--- config.mk ---
export PLATFORM = sky130hd
export DESIGN_NAME = nbody_pair_scheduler
export DESIGN_NICKNAME = d
export VERILOG_FILES = /design/src/rtl/nbody_pair_scheduler.sv
export SDC_FILE = /design/constraint.sdc
export NUM_CORES = 1
export LEC_CHECK = 0
export BUFFER_PORTS_ARGS = -buffer_cell sky130_fd_sc_hd__buf_2
export CAP_MARGIN = 20
export CORE_UTILIZATION = 49
export DETAILED_ROUTE_END_ITERATION = 8
export GPL_TIMING_DRIVEN = 0
export PLACE_DENSITY = 0.78
export SYNTH_ARGS = -nofsm -noshare
export SYNTH_HDL_FRONTEND = slang
export SYNTH_SLANG_ARGS = --single-unit
export TNS_END_PERCENT = 1
--- constraint.sdc ---
create_clock -name clk -period 1.9 [get_ports clk]
set_input_delay 0.38 -clock clk [delete_from_list [all_inputs] [get_ports clk]]
set_output_delay 0.38 -clock clk [all_outputs]
set_load 0.01 [all_outputs]
--- src/rtl/nbody_pair_scheduler.sv ---
// nbody_pair_scheduler
// Sequences the pipelined force calculator for one N-body timestep. For each
// outer body i it issues every j != i to the force pipeline, keeping up to
// MAX_OUTSTANDING pairs in flight. Once every result of row i has returned,
// it hands the row to the update stage. Rows never overlap.
//
// Ports:
//   clk, reset        clock, asynchronous active-high reset
//   start             begin a timestep (honoured only in IDLE or DONE)
//   busy, done        status: working / timestep complete (held)
//   pair_valid/ready  pair handshake carrying pair_i, pair_j, pair_first, pair_last
//   res_valid         one force result returned this cycle
//   row_valid/ready   row handshake carrying row_idx
//   outstanding       pairs issued but not yet returned
//   err               sticky: result received with nothing outstanding
module nbody_pair_scheduler #(
    parameter int unsigned N               = 16,
    parameter int unsigned IDX_W           = $clog2(N),
    parameter int unsigned MAX_OUTSTANDING = 8,
    parameter int unsigned CNT_W           = $clog2(MAX_OUTSTANDING + 1)
) (
    input  logic             clk,
    input  logic             reset,
    input  logic             start,
    output logic             busy,
    output logic             done,
    output logic             pair_valid,
    input  logic             pair_ready,
    output logic [IDX_W-1:0] pair_i,
    output logic [IDX_W-1:0] pair_j,
    output logic             pair_first,
    output logic             pair_last,
    input  logic             res_valid,
    output logic             row_valid,
    input  logic             row_ready,
    output logic [IDX_W-1:0] row_idx,
    output logic [CNT_W-1:0] outstanding,
    output logic             err
);

    localparam logic [IDX_W-1:0] LAST_ROW   = IDX_W'(N - 1);
    localparam logic [IDX_W-1:0] LAST_ISSUE = IDX_W'(N - 2);
    localparam logic [CNT_W-1:0] MAX_CNT    = CNT_W'(MAX_OUTSTANDING);

    typedef enum logic [2:0] {
        S_IDLE,
        S_ISSUE,
        S_DRAIN,
        S_ROW_DONE,
        S_DONE
    } state_t;

    state_t           state_q, state_d;
    logic [IDX_W-1:0] i_q, i_d;
    logic [IDX_W-1:0] j_q, j_d;
    logic [IDX_W-1:0] issued_q, issued_d;
    logic [CNT_W-1:0] cnt_q, cnt_d;
    logic             err_q, err_d;
    logic             busy_d, done_d, pair_valid_d, pair_first_d, pair_last_d, row_valid_d;
    logic             hs;

    assign hs = pair_valid && pair_ready;

    // Next-state, counters and next values of the registered outputs
    always_comb begin
        state_d  = state_q;
        i_d      = i_q;
        j_d      = j_q;
        issued_d = issued_q;
        cnt_d    = cnt_q;
        err_d    = err_q;

        // Issue and return in the same cycle cancel; a stray return is flagged
        if (hs && !res_valid) begin
            cnt_d = cnt_q + CNT_W'(1);
        end else if (!hs && res_valid && (cnt_q != '0)) begin
            cnt_d = cnt_q - CNT_W'(1);
        end
        if (res_valid && (cnt_q == '0)) begin
            err_d = 1'b1;
        end

        case (state_q)
            S_IDLE, S_DONE: begin
                if (start) begin
                    state_d  = S_ISSUE;
                    i_d      = '0;
                    j_d      = IDX_W'(1);
                    issued_d = '0;
                end
            end
            S_ISSUE: begin
                if (hs) begin
                    issued_d = issued_q + IDX_W'(1);
                    // Hop over the diagonal without spending a cycle
                    j_d = ((j_q + IDX_W'(1)) == i_q) ? (j_q + IDX_W'(2)) : (j_q + IDX_W'(1));
                    if (pair_last) begin
                        state_d = S_DRAIN;
                    end
                end
            end
            S_DRAIN: begin
                if (cnt_d == '0) begin
                    state_d = S_ROW_DONE;
                end
            end
            S_ROW_DONE: begin
                if (row_ready) begin
                    if (i_q == LAST_ROW) begin
                        state_d = S_DONE;
                    end else begin
                        // New i is never 0 here, so the row always starts at j=0
                        state_d  = S_ISSUE;
                        i_d      = i_q + IDX_W'(1);
                        j_d      = '0;
                        issued_d = '0;
                    end
                end
            end
            default: state_d = S_IDLE;
        endcase

        busy_d       = (state_d == S_ISSUE) || (state_d == S_DRAIN) || (state_d == S_ROW_DONE);
        done_d       = (state_d == S_DONE);
        pair_valid_d = (state_d == S_ISSUE) && (cnt_d < MAX_CNT);
        pair_first_d = (state_d == S_ISSUE) && (issued_d == '0);
        pair_last_d  = (state_d == S_ISSUE) && (issued_d == LAST_ISSUE);
        row_valid_d  = (state_d == S_ROW_DONE);
    end

    // State and output registers
    always_ff @(posedge clk or posedge reset) begin
        if (reset) begin
            state_q    <= S_IDLE;
            i_q        <= '0;
            j_q        <= '0;
            issued_q   <= '0;
            cnt_q      <= '0;
            err_q      <= 1'b0;
            busy       <= 1'b0;
            done       <= 1'b0;
            pair_valid <= 1'b0;
            pair_first <= 1'b0;
            pair_last  <= 1'b0;
            row_valid  <= 1'b0;
        end else begin
            state_q    <= state_d;
            i_q        <= i_d;
            j_q        <= j_d;
            issued_q   <= issued_d;
            cnt_q      <= cnt_d;
            err_q      <= err_d;
            busy       <= busy_d;
            done       <= done_d;
            pair_valid <= pair_valid_d;
            pair_first <= pair_first_d;
            pair_last  <= pair_last_d;
            row_valid  <= row_valid_d;
        end
    end

    assign pair_i      = i_q;
    assign pair_j      = j_q;
    assign row_idx     = i_q;
    assign outstanding = cnt_q;
    assign err         = err_q;

endmodule

# [Word-level counts from Yosys, hierarchy flattened]
# Cells that the tools add are included.
[totals] regBits=26 input_bits=6 out_inout_bits=23
[op_classes] addsub=6 order_cmp=1 eq_ne=15 n_mux=24 n_reduce_logical=22
[ops] op="two-way mux 4 bit" n=14
[ops] op="one-hot mux 4 bit (3 select lines)" n=2
[ops] op="two-way mux 3 bit" n=6
[ops] op="adder 4 x 1 -> 4 bit (second input constant)" n=4
[ops] op="== test 3 x 2 -> 1 bit (second input constant)" n=4
[ops] op="logical NOT 4 bit" n=3
[ops] op="one-hot mux 3 bit (4 select lines)" n=1
[ops] op="== test 4 bit (second input constant)" n=2
[ops] op="logical AND 1 bit" n=8
[ops] op="!= test 2 bit (second input constant)" n=4
[ops] op="one-hot mux 4 bit (2 select lines)" n=1
[ops] op="== test 3 x 1 -> 1 bit (second input constant)" n=2
[ops] op="== test 3 bit (second input constant)" n=2
[ops] op="AND reduction 5 bit" n=1
[ops] op="adder 4 x 2 -> 4 bit (second input constant)" n=1
[ops] op="== test 4 bit" n=1
[ops] op="less-than comparator 4 bit (second input constant)" n=1
[ops] op="AND reduction 4 bit" n=1
[ops] op="nonzero test 4 bit" n=1
[ops] op="subtractor 4 x 1 -> 4 bit (second input constant)" n=1
[ops] op="logical NOT 3 bit" n=1
[ops] op="nonzero test 3 bit" n=1
[ops] op="logical NOT 1 bit" n=2
[ops] op="logical OR 1 bit" n=2
[ops] op="2 further kinds" n=2

# [Longest topological paths before layout]
# Gate-level depths: netlist (run 1).
[depth] depth_word=12 depth_mapped=8

# [Least setup slack after synthesis (run 1)]
# OpenSTA, ideal clock, no wires.
[synth_path] kind="register to register" from="register cnt_q[0], in the netlist outstanding[0]" to="register pair_last" setup_ps=101 arrival_time_ps=1990 required_ps=1799 path_slack_ps=-191 stages_incl_launch_ff=9 synth_period_minus_slack_ps=2091 cell_sequence="dfrtp_1 > inv_1 > ha_1 > nor3b_1 > o21ai_1 > xnor2_1 > nor4b_2 > a31oi_4 > nor4_1"
[synth_between] elab_chain_len=9 word_cells_on_any_way=11 cone_classes="add/sub (2); eq/ne (1); mux (4); reduce/logical (4)"
[synth_rtl] item="from (decl)" line_no="57" text="logic [CNT_W-1:0] cnt_q, cnt_d;"
[synth_rtl] item="from (signal assigned)" line_no="151" text="cnt_q <= cnt_d;"
[synth_rtl] item="branches (longest 3 deep; another with subtractor 4 x 1 -> 4 bit)"
[synth_rtl] item="two-way mux 4 bit (*)" line_no="74" text="if (hs && !res_valid) begin"
[synth_rtl] item="named net cnt_d[0]" line_no="57"
[synth_rtl] item="logical NOT 4 bit (*)" line_no="103" text="if (cnt_d == '0) begin"
[synth_rtl] item="two-way mux 3 bit (*)" line_no="103"
[synth_rtl] item="one-hot mux 3 bit (4 select lines) (*)" line_no="83" text="case (state_q)"
[synth_rtl] item="== test 3 x 1 -> 1 bit (*)" line_no="127" text="pair_last_d = (state_d == S_ISSUE) && (issued_d == LAST_ISSUE);"
[synth_rtl] item="logical AND 1 bit (*)" line_no="127"
[synth_rtl] item="named net pair_last_d" line_no="59" text="logic busy_d, done_d, pair_valid_d, pair_first_d, pair_last_d, row_valid_d;"
[synth_rtl] item="to (signal assigned)" line_no="157" text="pair_last <= pair_last_d;"
[synth_rtl] item="to (decl)" line_no="32" text="output logic pair_last,"
# Mark *: on every way through the listed nets, which the timed path passes.
# A chain may end at the register's enable or synchronous reset.

# [Worst setup path after layout (run 1)]
[layout_path] from="register cnt_q[0], in the netlist outstanding[0]" to="register pair_first"
[layout_between] elab_chain_len=9 word_cells_on_any_way=11 cone_classes="add/sub (2); eq/ne (1); mux (4); reduce/logical (4)"
[layout_rtl] item="branches (longest 3 deep; another with subtractor 4 x 1 -> 4 bit)"
[layout_rtl] item="two-way mux 4 bit (*)" line_no="74"
[layout_rtl] item="logical NOT 4 bit (*)" line_no="103"
[layout_rtl] item="two-way mux 3 bit (*)" line_no="103"
[layout_rtl] item="one-hot mux 3 bit (4 select lines) (*)" line_no="83"
[layout_rtl] item="== test 3 x 1 -> 1 bit (*)" line_no="126" text="pair_first_d = (state_d == S_ISSUE) && (issued_d == '0);"
[layout_rtl] item="logical AND 1 bit (*)" line_no="126"
[layout_rtl] item="named net pair_first_d" line_no="59"
[layout_rtl] item="to (signal assigned)" line_no="156" text="pair_first <= pair_first_d;"
[layout_rtl] item="to (decl)" line_no="31" text="output logic pair_first,"
# Marks and branches as above.

==> metrics, run 1 <==
RSZ-0062 raised after global routing true; design area 1990 um^2; core area 3030 um^2; min-delay src res_valid; delay-heaviest family, CP simple AND/OR/NAND/NOR gates; met3 global-route usage 2.20%; Netlist Area Pre-Place 1560 um^2; ys async rst share 100%; layout cells sized above 1 37.9%; Inserted Clock Buffers 3; clk sink count 26; met1 Usage GRT 30.8%; Layout area overhead 27.6%; Post-synth top flop dfrtp_1; Tcrit/Tclk final 109%; Critical Path RT 2.14 ns; most common cell in the synthesized netlist dfrtp_1; #FFs+latches synth 26; # Max-Cap Violations 0; DR WL/cell 14.8 um; status complete, but fails checks; total wire length 3590 um; final hold vios 0; setup violators final 10; initial DRC count 53; DP Area 1760 um^2; fin. max-slew vios 0; Slowest-stage cell, CP or4_4; post-layout util 65.6%; post-DR vias/cell 5.72; cell area power density 1600 nW/um^2; std cell rows 20; CP Data Arrival Time 2.31 ns; number of global-route vias before repair 1,319; DR vias 1,385; met2 Track Usage GR 39.1%; number of synthesized flops with an enable pin 0; post-layout min period 2.08 ns; nets 211; io pins 29; first-pass GRT wire length 5980 um; CTS root buf clkbuf_4; Post-Syn Area per Cell 9.91 um^2; drt first pass iters 4; Clock Tree Buf Depth 2; I/O Buffers 27; initial core utilization 51.4%; Worst Setup End Kind flip-flop; worst-path fanout max 6; Post-route DRC 0; fmax 482 MHz; grt total ovfl 0; WS Path Type reg2reg; startpoint types flip-flop; Slew headroom 66.7%; Netlist cell types 52; GR peak layer met2; HP Class in2reg; Yosys top cell area share 41.8%; remaining antenna violation count 0; CP max stage delay 0.52 ns; die area 3410 um^2; clock skew 0.00806 ns; antenna cell count 0; peak supply drop 0.803 mV; Yosys warning count 0; Yosys top cell by area dfrtp_1; H-tree Lvls 1; Worst-Skew Late Latency 0.34 ns; Synthesized Nets 169; largest net degree at the start of global routing 27; crit path cell chain buf_6, or4_4, or3_4, o211a_4, a31oi_4, nor3_2; Vert. Die Dim 58.4 um; sum of buffers and inverters on the critical path 1; most frequent cells after synthesis dfrtp_1 (26), nand2_1 (13), nor2_1 (10), o21ai_0 (10), nand3_1 (8); Mapped Cells 157; CTS tree done; GP Congestion 0.824; crit path from outstanding[0]; failing checks setup timing; ranking of synthesized cells by area dfrtp_1 (42%), ha_1 (4.8%), o21ai_0 (3.2%); setup slack after layout -0.176 ns; FF-to-FF Start outstanding[0]; clock-pin slew reported for the worst setup and hold paths after clock tree synthesis 0.14 ns; gr usage total 23.3%; die width 58.4 um; Static Leak 0.918 nW; placed wire-length estimate 2460 um; Worst-Margin Slew 0.497 ns; initial antenna violation count 0; sequential element share of the synthesized area 41.8%
## layer usage
metal | part of all wire, % | vias to the layer above
met5 | 0 | -
met4 | 1.9 | 0
met3 | 4.1 | 7
met2 | 50 | 45
met1 | 44 | 682
li1 | - | 651
## where the power goes
group / leakage [nW] / internal [W] / switching [W]
combinational: 0.573 / 0.000823 / 0.000969
clock: 0.0279 / 0.000214 / 0.000181
sequential: 0.317 / 0.000757 / 0.000239
total: 0.918 / 0.00179 / 0.00139
## through the flow
step | setup TNS, ns | instances | hold WS, ns | setup slack, ns | power [W]
3_3_place_gp | -0.979 | 228 | 0.440 | -0.190 | 0.00241
5_1_grt | -2.29 | 242 | 0.282 | -0.277 | 0.00341
3_5_place_dp | -1.27 | 228 | 0.445 | -0.246 | 0.00250
6_report | -1.15 | 242 | 0.277 | -0.176 | 0.00318
4_1_cts | -0.534 | 239 | 0.272 | -0.0981 | 0.00308
2_1_floorplan | -0.253 | 157 | 0.420 | -0.0499 | 0.00208
## area by class of cell
class | instances | area (um^2)
clock buffers | 3 | 22.5
multi-input cells | 118 | 903
inverters | 6 | 22.5
clock inverters | 1 | 30.0
flip-flops and latches | 26 | 658
plain buffers | 6 | 46.3
fillers | 245 | 1040
well taps | 44 | 55.1
repair buffers | 38 | 248
## state kept, by name, indices dropped and copies added (netlist names)
register	cells
busy	1
done	1
err	1
issued_q	4
outstanding	4
pair_first	1
pair_i	4
pair_j	4
pair_last	1
pair_valid	1
row_valid	1
state_q	3
## timing repair
item,4_1_cts,5_1_grt
resized for setup,12,9
setup endpoints to repair,8,11
pin swaps,10,7
buffers inserted,8,1
endpoints found under the hold margin,0,2
hold buffers,0,1
## logic make-up (layout without fill, tap and decap cells)
family	count (synthesis)	after routing	share of synthesized area (%)
AO/OA/AOI/OAI	37	37	17.2
XOR/XNOR	10	10	5.63
adder cells (fa/ha/maj)	6	6	4.82
multiplexers	2	2	1.53
buffers and inverters	13	54	4.58
AND/OR/NAND/NOR	63	63	24.4
flip-flops	26	26	41.8
## final timing paths
check                      cells past startpoint  slack (ns)         end
min reg2reg                                    1        0.47         err
max in group asynchronous                      4        1.07  pair_valid
max                                            6       -0.18  pair_first
min                                            2        0.28         err
max reg2reg                                    6       -0.18  pair_first
min in group asynchronous                      3        0.45   pair_j[1]
## layout by cell type (no fill, tap or decap), types with 5 or more instances in the layout
master / Yosys / final
buf_2: 0 / 27
buf_4: 4 / 11
dfrtp_1: 26 / 20
dfrtp_2: 0 / 6
ha_1: 6 / 5
nand2_1: 13 / 13
nand3_1: 8 / 8
nor2_1: 10 / 9
o21ai_0: 10 / 10
xnor2_1: 5 / 5
xor2_1: 5 / 5
(Power assumes the default switching activity.)
==> run 2, diff against run 1 <==
Settings changed: CAP_MARGIN 20 to not set, CELL_PAD_IN_SITES_DETAIL_PLACEMENT set to 1, CELL_PAD_IN_SITES_GLOBAL_PLACEMENT set to 2, CORE_UTILIZATION 49 to 31, GPL_ROUTABILITY_DRIVEN set to 0.
==> run 2 against run 1 <==
Net effect:
- the run still ends with setup timing left
- largest power group unchanged
- sequential power hardly changed
- setup slack better by 0.030 ns
- combinational power is 4% higher
- flip-flop and latch count stayed put
- critical endpoint is now busy
- first-iteration DRC count is 60% lower
- clock-buffer cell count is 1 higher
- via count is 2.7% lower
- routed wire length is 14% higher
- die area is 56% higher
- critical path type unchanged
==> metrics, run 2 (same netlist as run 1, synthesis figures left out) <==
initial core utilization 32.5% (-19 points); nets 209 (-0.95%); fmax 489 MHz (+1.5%); remaining antenna violation count 0 (unchanged); io pins 29 (unchanged); std cell rows 25 (+25%); fin. max-slew vios 0 (unchanged); failing checks setup timing; WHS 0.331 ns (+0.0535 ns); first-pass GRT wire length 7130 um (+19%); clock skew 0.00855 ns (+0.000498 ns); drt first pass iters 4 (unchanged); crit path from outstanding[1]; peak supply drop 0.585 mV (-27%); die area 5310 um^2 (+56%); Worst-Margin Slew 1.01 ns (+0.514 ns); worst-path fanout max 6 (unchanged); total wire length 4100 um (+14%); H-tree Lvls 1 (unchanged); Post-CTS Hold Buffers 0 (unchanged); # Max-Cap Violations 0 (unchanged); die width 72.9 um (+25%); initial DRC count 21 (-60%); core area 4790 um^2 (+58%); antenna cell count 0 (unchanged); CP Data Arrival Time 2.20 ns (-0.11 ns); Non-Filler Instances 263 (+8.7%); RR Endpoint busy; number of global-route vias before repair 1,405 (+6.5%); DR WL/cell 15.6 um (+4.9%); Critical Path RT 2.05 ns (-0.09 ns); Inserted Clock Buffers 3 (unchanged); initial antenna violation count 0 (unchanged); Worst Setup End Kind flip-flop; FF-to-FF Start outstanding[1]; setup violators final 6 (-4); RSZ-0062 raised after global routing true; commonest non-fill, non-tap cell in the layout buf_2; Placed Cells 251 (+10%); gr usage total 17.4% (-5.9 points); HP Class in2async; startpoint types flip-flop; Slew headroom 32.5% (-34 points); cell area power density 1620 nW/um^2 (+0.80%); post-layout min period 2.05 ns (-0.0300 ns); CTS root buf clkbuf_8; DR vias 1,347 (-2.7%); reg2reg setup slack -0.15 ns (+0.03 ns); Vert. Die Dim 72.9 um (+25%); end point of the critical path busy; Worst-Skew Late Latency 0.27 ns (-0.07 ns); post-DR vias/cell 5.12 (-11%); clock-pin slew reported for the worst setup and hold paths after clock tree synthesis 0.09 ns (-0.05 ns); Static Leak 0.911 nW (-0.74%); layout cells sized above 1 40.8% (+2.9 points); clk sink count 26 (unchanged); Clock Tree Buf Depth 2 (unchanged); WS Path Type reg2reg; CTS tree done; r2r worst-path depth 7 (+1); status complete, but fails checks; Post-route DRC 0 (unchanged); setup slack after layout -0.146 ns (+0.0300 ns); most frequent cells in the layout buf_2 (27), dfrtp_1 (20), nand2_1 (13); Layout area overhead 28.9%; placed wire-length estimate 2980 um (+21%); final hold vios 0 (unchanged); largest net degree at the start of global routing 27 (unchanged); grt total ovfl 0 (unchanged); I/O Buffers 27 (unchanged); Tcrit/Tclk final 108% (-1.6 points)
## run 2: cell types whose count changed in the layout (fill, tap and decap cells not counted), sizes merged
cell,change
dlygate4sd3,-1
buf,-1
bufinv,-1
clkbuf,+1
## run 2: per-stage QoR
stage	setup WS (ns)	cell area, um^2	setup TNS [ns]	util [%]	total power [W]
6_report	-0.146	2010	-0.810	41.9	0.00324
3_3_place_gp	-0.201	1790	-1.14	37.4	0.00247
3_5_place_dp	-0.307	1790	-1.73	37.4	0.00255
4_1_cts	-0.148	1990	-0.796	41.6	0.00324
5_1_grt	-0.242	2010	-1.56	41.9	0.00350
2_1_floorplan	-0.0499	1570	-0.253	-	0.00208
## run 2: worst min path at each step
stage | cells after the start | slack (ns) | start | endpoint
after detailed placement | 1 | 0.44 | err | err
final | 2 | 0.33 | reset | pair_j[2]
after CTS | 2 | 0.35 | res_valid | err
after global placement | 1 | 0.45 | err | err
after floorplan | 1 | 0.42 | reset | busy
after global routing | 2 | 0.36 | res_valid | err
## run 2: timing repair
item / 4_1_cts / 5_1_grt
buffers inserted: 9 / 0
pin swaps: 9 / 2
endpoints found under the hold margin: 0 / 0
resized for setup: 20 / 4
setup endpoints to repair: 10 / 12
## run 2: cell type report
| type | instances | area (um^2) |
|---|---|---|
| inverters | 6 | 22.5 |
| plain buffers | 6 | 46.3 |
| well taps | 67 | 83.8 |
| fillers | 570 | 2780 |
| clock buffers | 4 | 55.1 |
| repair buffers | 36 | 215 |
| multi-input cells | 118 | 926 |
| flip-flops and latches | 26 | 658 |
## run 2: power by group
group | switching [W] | leakage [nW] | internal [W]
Sequential | 0.000247 | 0.318 | 0.000760
Clock | 0.000176 | 0.0288 | 0.000185
Combinational | 0.00100 | 0.565 | 0.000874
Total | 0.00142 | 0.911 | 0.00182
## run 2: routing by layer
| metal | vias up | GRT usage [%] | share of wire, % | wire length, um |
|---|---|---|---|---|
| li1 | 641 | - | - | - |
| met1 | 682 | 22.7 | 43 | 1770 |
| met2 | 22 | 30.3 | 54 | 2190 |
| met3 | 2 | 3.31 | 2.8 | 116 |
| met4 | 0 | 3.05 | 0.37 | 15 |
| met5 | - | 0 | 0 | 0 |
## run 2: critical path, stage by stage, from the launching register on
cell and delay, ns:
dfrtp_2 0.43, buf_4 0.16, or4_1 0.48, or3_1 0.32
o211a_2 0.15, a31oi_4 0.21, buf_12 0.14, nand2_1 0.04
